**config.mk**
```make
export PLATFORM = sky130hd
export DESIGN_NAME = stream_insert_sorter
export DESIGN_NICKNAME = d
export VERILOG_FILES = /design/src/rtl/stream_insert_sorter.sv
export SDC_FILE = /design/constraint.sdc
export NUM_CORES = 1
export LEC_CHECK = 0
export ABC_AREA = 1
export CORE_ASPECT_RATIO = 0.6
export CORE_MARGIN = 2
export CORE_UTILIZATION = 48
export DETAILED_ROUTE_END_ITERATION = 10
export PLACE_DENSITY = 0.78
export RECOVER_POWER = 25
export SETUP_SLACK_MARGIN = 0.1
export SYNTH_ARGS = -nofsm -noshare
export SYNTH_HDL_FRONTEND = slang
export SYNTH_SLANG_ARGS = --single-unit
```
**constraint.sdc**
```tcl
create_clock -name clk -period 3 [get_ports clk]
set_input_delay 0.6 -clock clk [delete_from_list [all_inputs] [get_ports clk]]
set_output_delay 0.6 -clock clk [all_outputs]
set_load 0.03 [all_outputs]
```
**src/rtl/stream_insert_sorter.sv**
```systemverilog
// Streaming insertion-sort buffer: keeps DEPTH entries ordered, drains smallest first.
// Build option: define SORT_DESCENDING_EN to keep the largest entry at e[0] instead.
module stream_insert_sorter #(
   parameter int DW    = 8,
   parameter int DEPTH = 4,
   parameter int CW    = $clog2(DEPTH+1)
) (
   input  logic                clk,
   input  logic                reset,
   input  logic                clear,
   input  logic                in_valid,
   input  logic [DW-1:0]       in_data,
   output logic                in_ready,
   input  logic                drain_start,
   output logic                out_valid,
   output logic [DW-1:0]       out_data,
   input  logic                out_ready,
   output logic                out_last,
   output logic [DEPTH*DW-1:0] out_flat,
   output logic [CW-1:0]       count,
   output logic                full,
   output logic [0:0]          dbg_state
);

   // Handshakes: a word moves on a port only in a cycle where its valid and ready are
   // both high; valid never depends on ready, and the offered data holds until taken.

   localparam logic [0:0] ST_FILL  = 1'b0;
   localparam logic [0:0] ST_DRAIN = 1'b1;

`ifdef SORT_DESCENDING_EN
   localparam logic [DW-1:0] FILL_VAL = '0;
`else
   localparam logic [DW-1:0] FILL_VAL = '1;
`endif

   logic [0:0]    state_q, state_d;
   logic [CW-1:0] count_q, count_d;
   logic [DW-1:0] e_q [DEPTH];
   logic [DW-1:0] e_d [DEPTH];

   logic          accept;
   logic          pop;
   logic [CW-1:0] ins_pos;
   logic [CW-1:0] count_after_ins;

   assign full      = (count_q == CW'(DEPTH));
   assign in_ready  = (state_q == ST_FILL) && !full;
   assign out_valid = (state_q == ST_DRAIN);
   assign out_data  = e_q[0];
   assign out_last  = out_valid && (count_q == CW'(1));
   assign count     = count_q;
   assign dbg_state = state_q;
   assign accept    = in_valid && in_ready;
   assign pop       = out_valid && out_ready;

   always_comb begin
      out_flat = '0;
      for (int i = 0; i < DEPTH; i++) begin
         out_flat[i*DW +: DW] = e_q[i];
      end
   end

   // Insert position: valid entries that must stay ahead of the new word. Equals are
   // not counted, so a new word lands behind any existing equals (stable order).
   always_comb begin
      ins_pos = '0;
      for (int i = 0; i < DEPTH; i++) begin
`ifdef SORT_DESCENDING_EN
         if ((CW'(i) < count_q) && (e_q[i] > in_data)) begin
`else
         if ((CW'(i) < count_q) && (e_q[i] < in_data)) begin
`endif
            ins_pos = ins_pos + CW'(1);
         end
      end
   end

   assign count_after_ins = accept ? (count_q + CW'(1)) : count_q;

   always_comb begin
      state_d = state_q;
      count_d = count_q;
      for (int i = 0; i < DEPTH; i++) begin
         e_d[i] = e_q[i];
      end

      if (clear) begin
         state_d = ST_FILL;
         count_d = '0;
         for (int i = 0; i < DEPTH; i++) begin
            e_d[i] = FILL_VAL;
         end
      end else if (state_q == ST_FILL) begin
         if (accept) begin
            if (ins_pos == '0) begin
               e_d[0] = in_data;
            end
            for (int i = 1; i < DEPTH; i++) begin
               if (CW'(i) == ins_pos) begin
                  e_d[i] = in_data;
               end else if ((CW'(i) > ins_pos) && (CW'(i) <= count_q)) begin
                  e_d[i] = e_q[i-1];
               end
            end
            count_d = count_after_ins;
         end
         if (drain_start && (count_after_ins != '0)) begin
            state_d = ST_DRAIN;
         end
      end else begin
         if (pop) begin
            for (int i = 0; i < DEPTH-1; i++) begin
               e_d[i] = e_q[i+1];
            end
            e_d[DEPTH-1] = FILL_VAL;
            if (count_q != '0) begin
               count_d = count_q - CW'(1);
            end
            if (count_q <= CW'(1)) begin
               state_d = ST_FILL;
            end
         end
      end
   end

   always_ff @(posedge clk) begin
      if (reset) begin
         state_q <= ST_FILL;
         count_q <= '0;
         for (int i = 0; i < DEPTH; i++) begin
            e_q[i] <= FILL_VAL;
         end
      end else begin
         state_q <= state_d;
         count_q <= count_d;
         for (int i = 0; i < DEPTH; i++) begin
            e_q[i] <= e_d[i];
         end
      end
   end

endmodule

```
# [After elaboration in Yosys (flattened, before gate mapping)]
# Memory sizes are Yosys's and may differ from the RTL's.
# Cells that the tools add are included.
[totals] mem_count=1 ramBits=32 out_inout_bits=48 input_bits=14 regBits=4 word_cells=85
[mem_list] name="e_q" words=4 word_bits=8 read_ports=4 rd_clocked_by_memory_dff=0 write_ports=4 line="39" source="logic [DW-1:0] e_q [DEPTH];"
[op_classes] mux=31 n_bitwise=5 addsub=5 magnitude_cmp=15 n_eq_ne=7 n_reduce_logical=19
[op_table] cell="$mux W32" n=4
[op_table] cell="$mux W8" n=11
[op_table] cell="$lt A8 B8 Y1" n=4
[op_table] cell="$mux W3" n=8
[op_table] cell="$add A3 B1 Y3 const B" n=4
[op_table] cell="$logic_and A1 B1 Y1" n=12
[op_table] cell="$mux W1" n=8
[op_table] cell="$eq A2 B3 Y1 const A" n=2
[op_table] cell="$gt A2 B3 Y1 const A" n=2
[op_table] cell="$le A2 B3 Y1 const A" n=2
[op_table] cell="$lt A1 B3 Y1 const A" n=2
[op_table] cell="$lt A2 B3 Y1 const A" n=2
[op_table] cell="$reduce_bool A3 Y1" n=2
[op_table] cell="$ne A2 B1 Y1 const B" n=2
[op_table] cell="$or A1 B1 Y1" n=4
[op_table] cell="$eq A1 B3 Y1 const A" n=1
[op_table] cell="$eq A3 B1 Y1 const B" n=1
[op_table] cell="$eq A3 B3 Y1 const B" n=1
[op_table] cell="$gt A1 B3 Y1 const A" n=1
[op_table] cell="$le A1 B3 Y1 const A" n=1
[op_table] cell="$le A3 B1 Y1 const B" n=1
[op_table] cell="$logic_not A3 Y1" n=1
[op_table] cell="$reduce_and A3 Y1" n=1
[op_table] cell="$sub A3 B1 Y3 const B" n=1
[op_table] cell="4 further kinds" n=4

# [Depth between registers and ports, before layout]
# An unclocked memory read counts as a cell.
[depth] word_depth=18 ltp_mapped=25 mapped_depth_nobuf=25

# [Worst setup path before layout]
# No wires, ideal clock.
[synth_path] kind="input-to-reg" from="in in_data[1]" to="mem e_q[0][1]" path_slack_ns=-0.228 t_arrival_ns=3.094 setup_ns=0.134 n_path_buf=0 cell_stages=21 t_required_ns=2.866 path_cell_list="inv_1 > ha_1 > a21boi_0 > o211ai_1 > nand2_1 > nand4_1 > nand3_1 > inv_1 > ha_1 > nand3_1 > nand2_1 > inv_1 > ha_1 > nand4_1 > nand2_1 > nand2_2 > nand2_1 > o21ai_4 > nand2_4 > nand2_1 > nand3_1"
[synth_rtl] element="start, declared" line="12" source="input logic [DW-1:0] in_data,"
[synth_rtl] element="end, declared" line="39"

==> qor.yml <==
status: "complete, but fails checks"
violations: "negative setup slack"
synth_compound_area_frac: 0.102
clockBufferDepth: 2
place_congestion: 0.934
synth_cells: 490
grt_pass1_vias: 3716
drc: 0
synth_top_area_frac: 0.232
dr.pass1.iters: 7
ys_warn_count: 0
grt_max_degree: 39
crit_type: "in2reg"
netlist_area_mm2: 0.00311
place_hpwl_um: 8050
clock_sinks: 36
path_common_cell: "inv_2"
slowest_stage: "ha_4"
wl_per_cell_um: 16.8
fillers: 468
synth-main-ff-cell: "dfxtp_1"
fin_crit_sh: 1.06
synth_area_leader_cell: "dfxtp_1"
drtIter0Drc: 365
drv_slew: 0
synth_most_common_cell: "nand2_1"
postLayoutSetupSlackWorst_ps: -181
synth-edff-count: 0
ctsRootBufferMaster: "clkbuf_8"
grt_pass1_wl_um: 18300
cts_tree: "yes"
synth_fp_nets: 540
synth_xor_area_frac: 0.00282
synth_simple_gate_area_frac: 0.413
p_sw_mw: 0.633
synth_top_family_by_area: "simple AND/OR/NAND/NOR gates"
cts_hold_buf: 0
post-route-cell-area_mm2: 0.00479
cts_buffers: 5
leakage_nw: 2.24
avgSynthCellArea_um2: 6.35
required_ps: 3200
antenna_found_initial: 0
die_w_um: 108
swShare: 0.394
drive_gt1_frac: 0.279
areaGrowthSynthToFinish_pct: 54.1
rsz0062_at_grt: "yes"
diodes: 0
path_delay_family: "simple AND/OR/NAND/NOR gates"
setup_viol: 32
async_flop_share: 0
critPathBufInv: 7
grt_usage: 0.335
finalCriticalPeriod_ps: 3180
ys_seq_elements: 36
boundaryPins: 62
path_max_fanout: 7
clock.fmax_mhz: 314
start_util: 0.502
hold_path.class: "reg2reg"
synth-adder-area-share: 0.145
hold_viol_final: 0
holdWs_ps: 522
slew_headroom: 0.466
worst_slew_pin_slew_ps: 799
worst_setup_path_end_kind: "register"
port_buffers: 61
comb_power_share: 0.436
synth.top_cells.by_count: "174 x nand2_1, 61 x nand3_1, 44 x inv_1, 36 x dfxtp_1, 36 x ha_1"
cp.arrival_ps: 3380
power_density_mw_per_mm2: 335
crit_path_start_kind: "input pin"
power.internal_mw: 0.972
skew_ps: 4.38
slowest_delay_ps: 290
synthMuxAreaShare: 0
grt-ovfl-total: 0
peakVddDrop_mv: 0.184
synth_seq_area_share: 0.232
via_per_inst: 5.70
placementRows: 22
path_clk_slew_ps: 70
wirelength_um: 11700
nets: 663
clkPwrFrac: 0.234
maxCapViolCount: 0
pwr-share-seq: 0.330
die_area_mm2: 0.00716
dpl_cell_area_mm2: 0.00429
htreeDepth: 2
core_area_mm2: 0.00619
die_h_um: 66.3
insertion_delay_ps: 300
yosysUniqueCellTypes: 33
synth.area.top_cells: "dfxtp_1 23%, nand2_1 21%, ha_1 14%"
ant_nets: 0
vias: 3982
## layout make-up
| type | instances | area [um^2] | area share |
|---|---|---|---|
| multi-input combinational | 385 | 2480 | 0.517 |
| timing repair buffer | 137 | 1200 | 0.250 |
| sequential | 36 | 721 | 0.150 |
| inverter | 48 | 196 | 0.0410 |
| tap | 84 | 105 | 0.0219 |
| clock buffer | 8 | 90.1 | 0.0188 |
## metrics by stage
| step | setup WS [ps] | power, mW | instances | util | setup TNS [ps] |
|---|---|---|---|---|---|
| 6_report | -181 | 1.61 | 698 | 0.774 | -4600 |
| 5_1_grt | -364 | 1.68 | 698 | 0.774 | -10310 |
| 4_1_cts | -50.4 | 1.56 | 694 | 0.754 | -889 |
| 3_5_place_dp | -1000 | 1.14 | 674 | 0.693 | -29410 |
| 3_3_place_gp | -884 | 1.12 | 674 | 0.693 | -25240 |
| 2_1_floorplan | -113 | 0.919 | 490 | - | -2870 |
## power groups by stage
| stage | Clock, mW | Sequential, mW | Combinational [mW] |
|---|---|---|---|
| final | 0.376 | 0.530 | 0.700 |
| after global routing | 0.396 | 0.531 | 0.758 |
| after CTS | 0.378 | 0.527 | 0.660 |
| after detailed placement | 0 | 0.536 | 0.603 |
| after global placement | 0 | 0.536 | 0.589 |
| after floorplan | 0 | 0.579 | 0.340 |
## cell usage in the layout (no fill, tap or decap), types with 3 or more instances in the layout
master / Yosys / routed
ha_1: 36 / 25
a21oi_1: 31 / 13
nor2_2: 0 / 4
o21ai_0: 13 / 13
nand3_2: 1 / 5
dlygate4sd2_1: 0 / 5
inv_2: 2 / 11
nand2_2: 3 / 9
nand2_8: 0 / 3
nand4_1: 14 / 14
nand3_1: 61 / 54
dlygate4sd3_1: 0 / 5
a21oi_2: 0 / 17
nand2_1: 174 / 161
clkdlybuf4s50_1: 0 / 46
nor2_1: 29 / 24
nand2_4: 2 / 8
clkbuf_8: 0 / 6
dfxtp_1: 36 / 36
buf_4: 11 / 72
o21a_1: 4 / 4
ha_4: 0 / 11
nand3_4: 1 / 4
nor2_4: 3 / 4
buf_6: 0 / 5
inv_1: 44 / 32
## kinds of logic after synthesis
logic type | Yosys count
DFF | 36
xor gates and xnor gates | 1
AOI/OAI and AO/OA | 56
buffers and inverters | 71
adders and majority gates | 36
and+or+nand+nor | 290
## state kept, by name, summed over array words and instances (netlist names)
signal	count
count	3
dbg_state	1
e_q	32
## worst paths after layout
path | start | slack, ps | cells after the start | to
max | in_data[1] | -180 | 25 | e_q[2][6]
min | e_q[3][7] | 520 | 2 | e_q[3][7]
max reg2reg | count[0] | -50 | 22 | e_q[2][6]
min reg2reg | e_q[3][7] | 520 | 2 | e_q[3][7]
## worst reg2reg max path, stage by stage (launching register included)
cell     delay (ps)
dfxtp_1         370
nor2_1          300
nand2_1         200
nand2_1         160
inv_1            60
nand3_2          90
inv_2            50
ha_4            290
inv_2            40
nand2_2          60
nand2_2          70
inv_2            70
ha_4            120
inv_2            30
nor2_2          110
nand2_2          80
nand2_4         130
buf_6           120
nand3_4          70
nand3_4         150
nand2_8         120
a21oi_4         190
nand2_1          60
## timing repair
action / CTS / global route
resized for setup: 56 / 18
buffers inserted: 10 / 4
cloned: 2 / 0
endpoints found under the setup margin: 32 / 33
pin swaps: 26 / 25
## routing by layer
metal  vias to the layer above  GRT usage  part of all wire
met1                      1835      0.448              0.42
li1                       1849          -                 -
met5                         -          0                 0
met3                        47     0.0808              0.12
met4                         0      0.112             0.032
met2                       251      0.530              0.43
(Power assumes the default switching activity.)
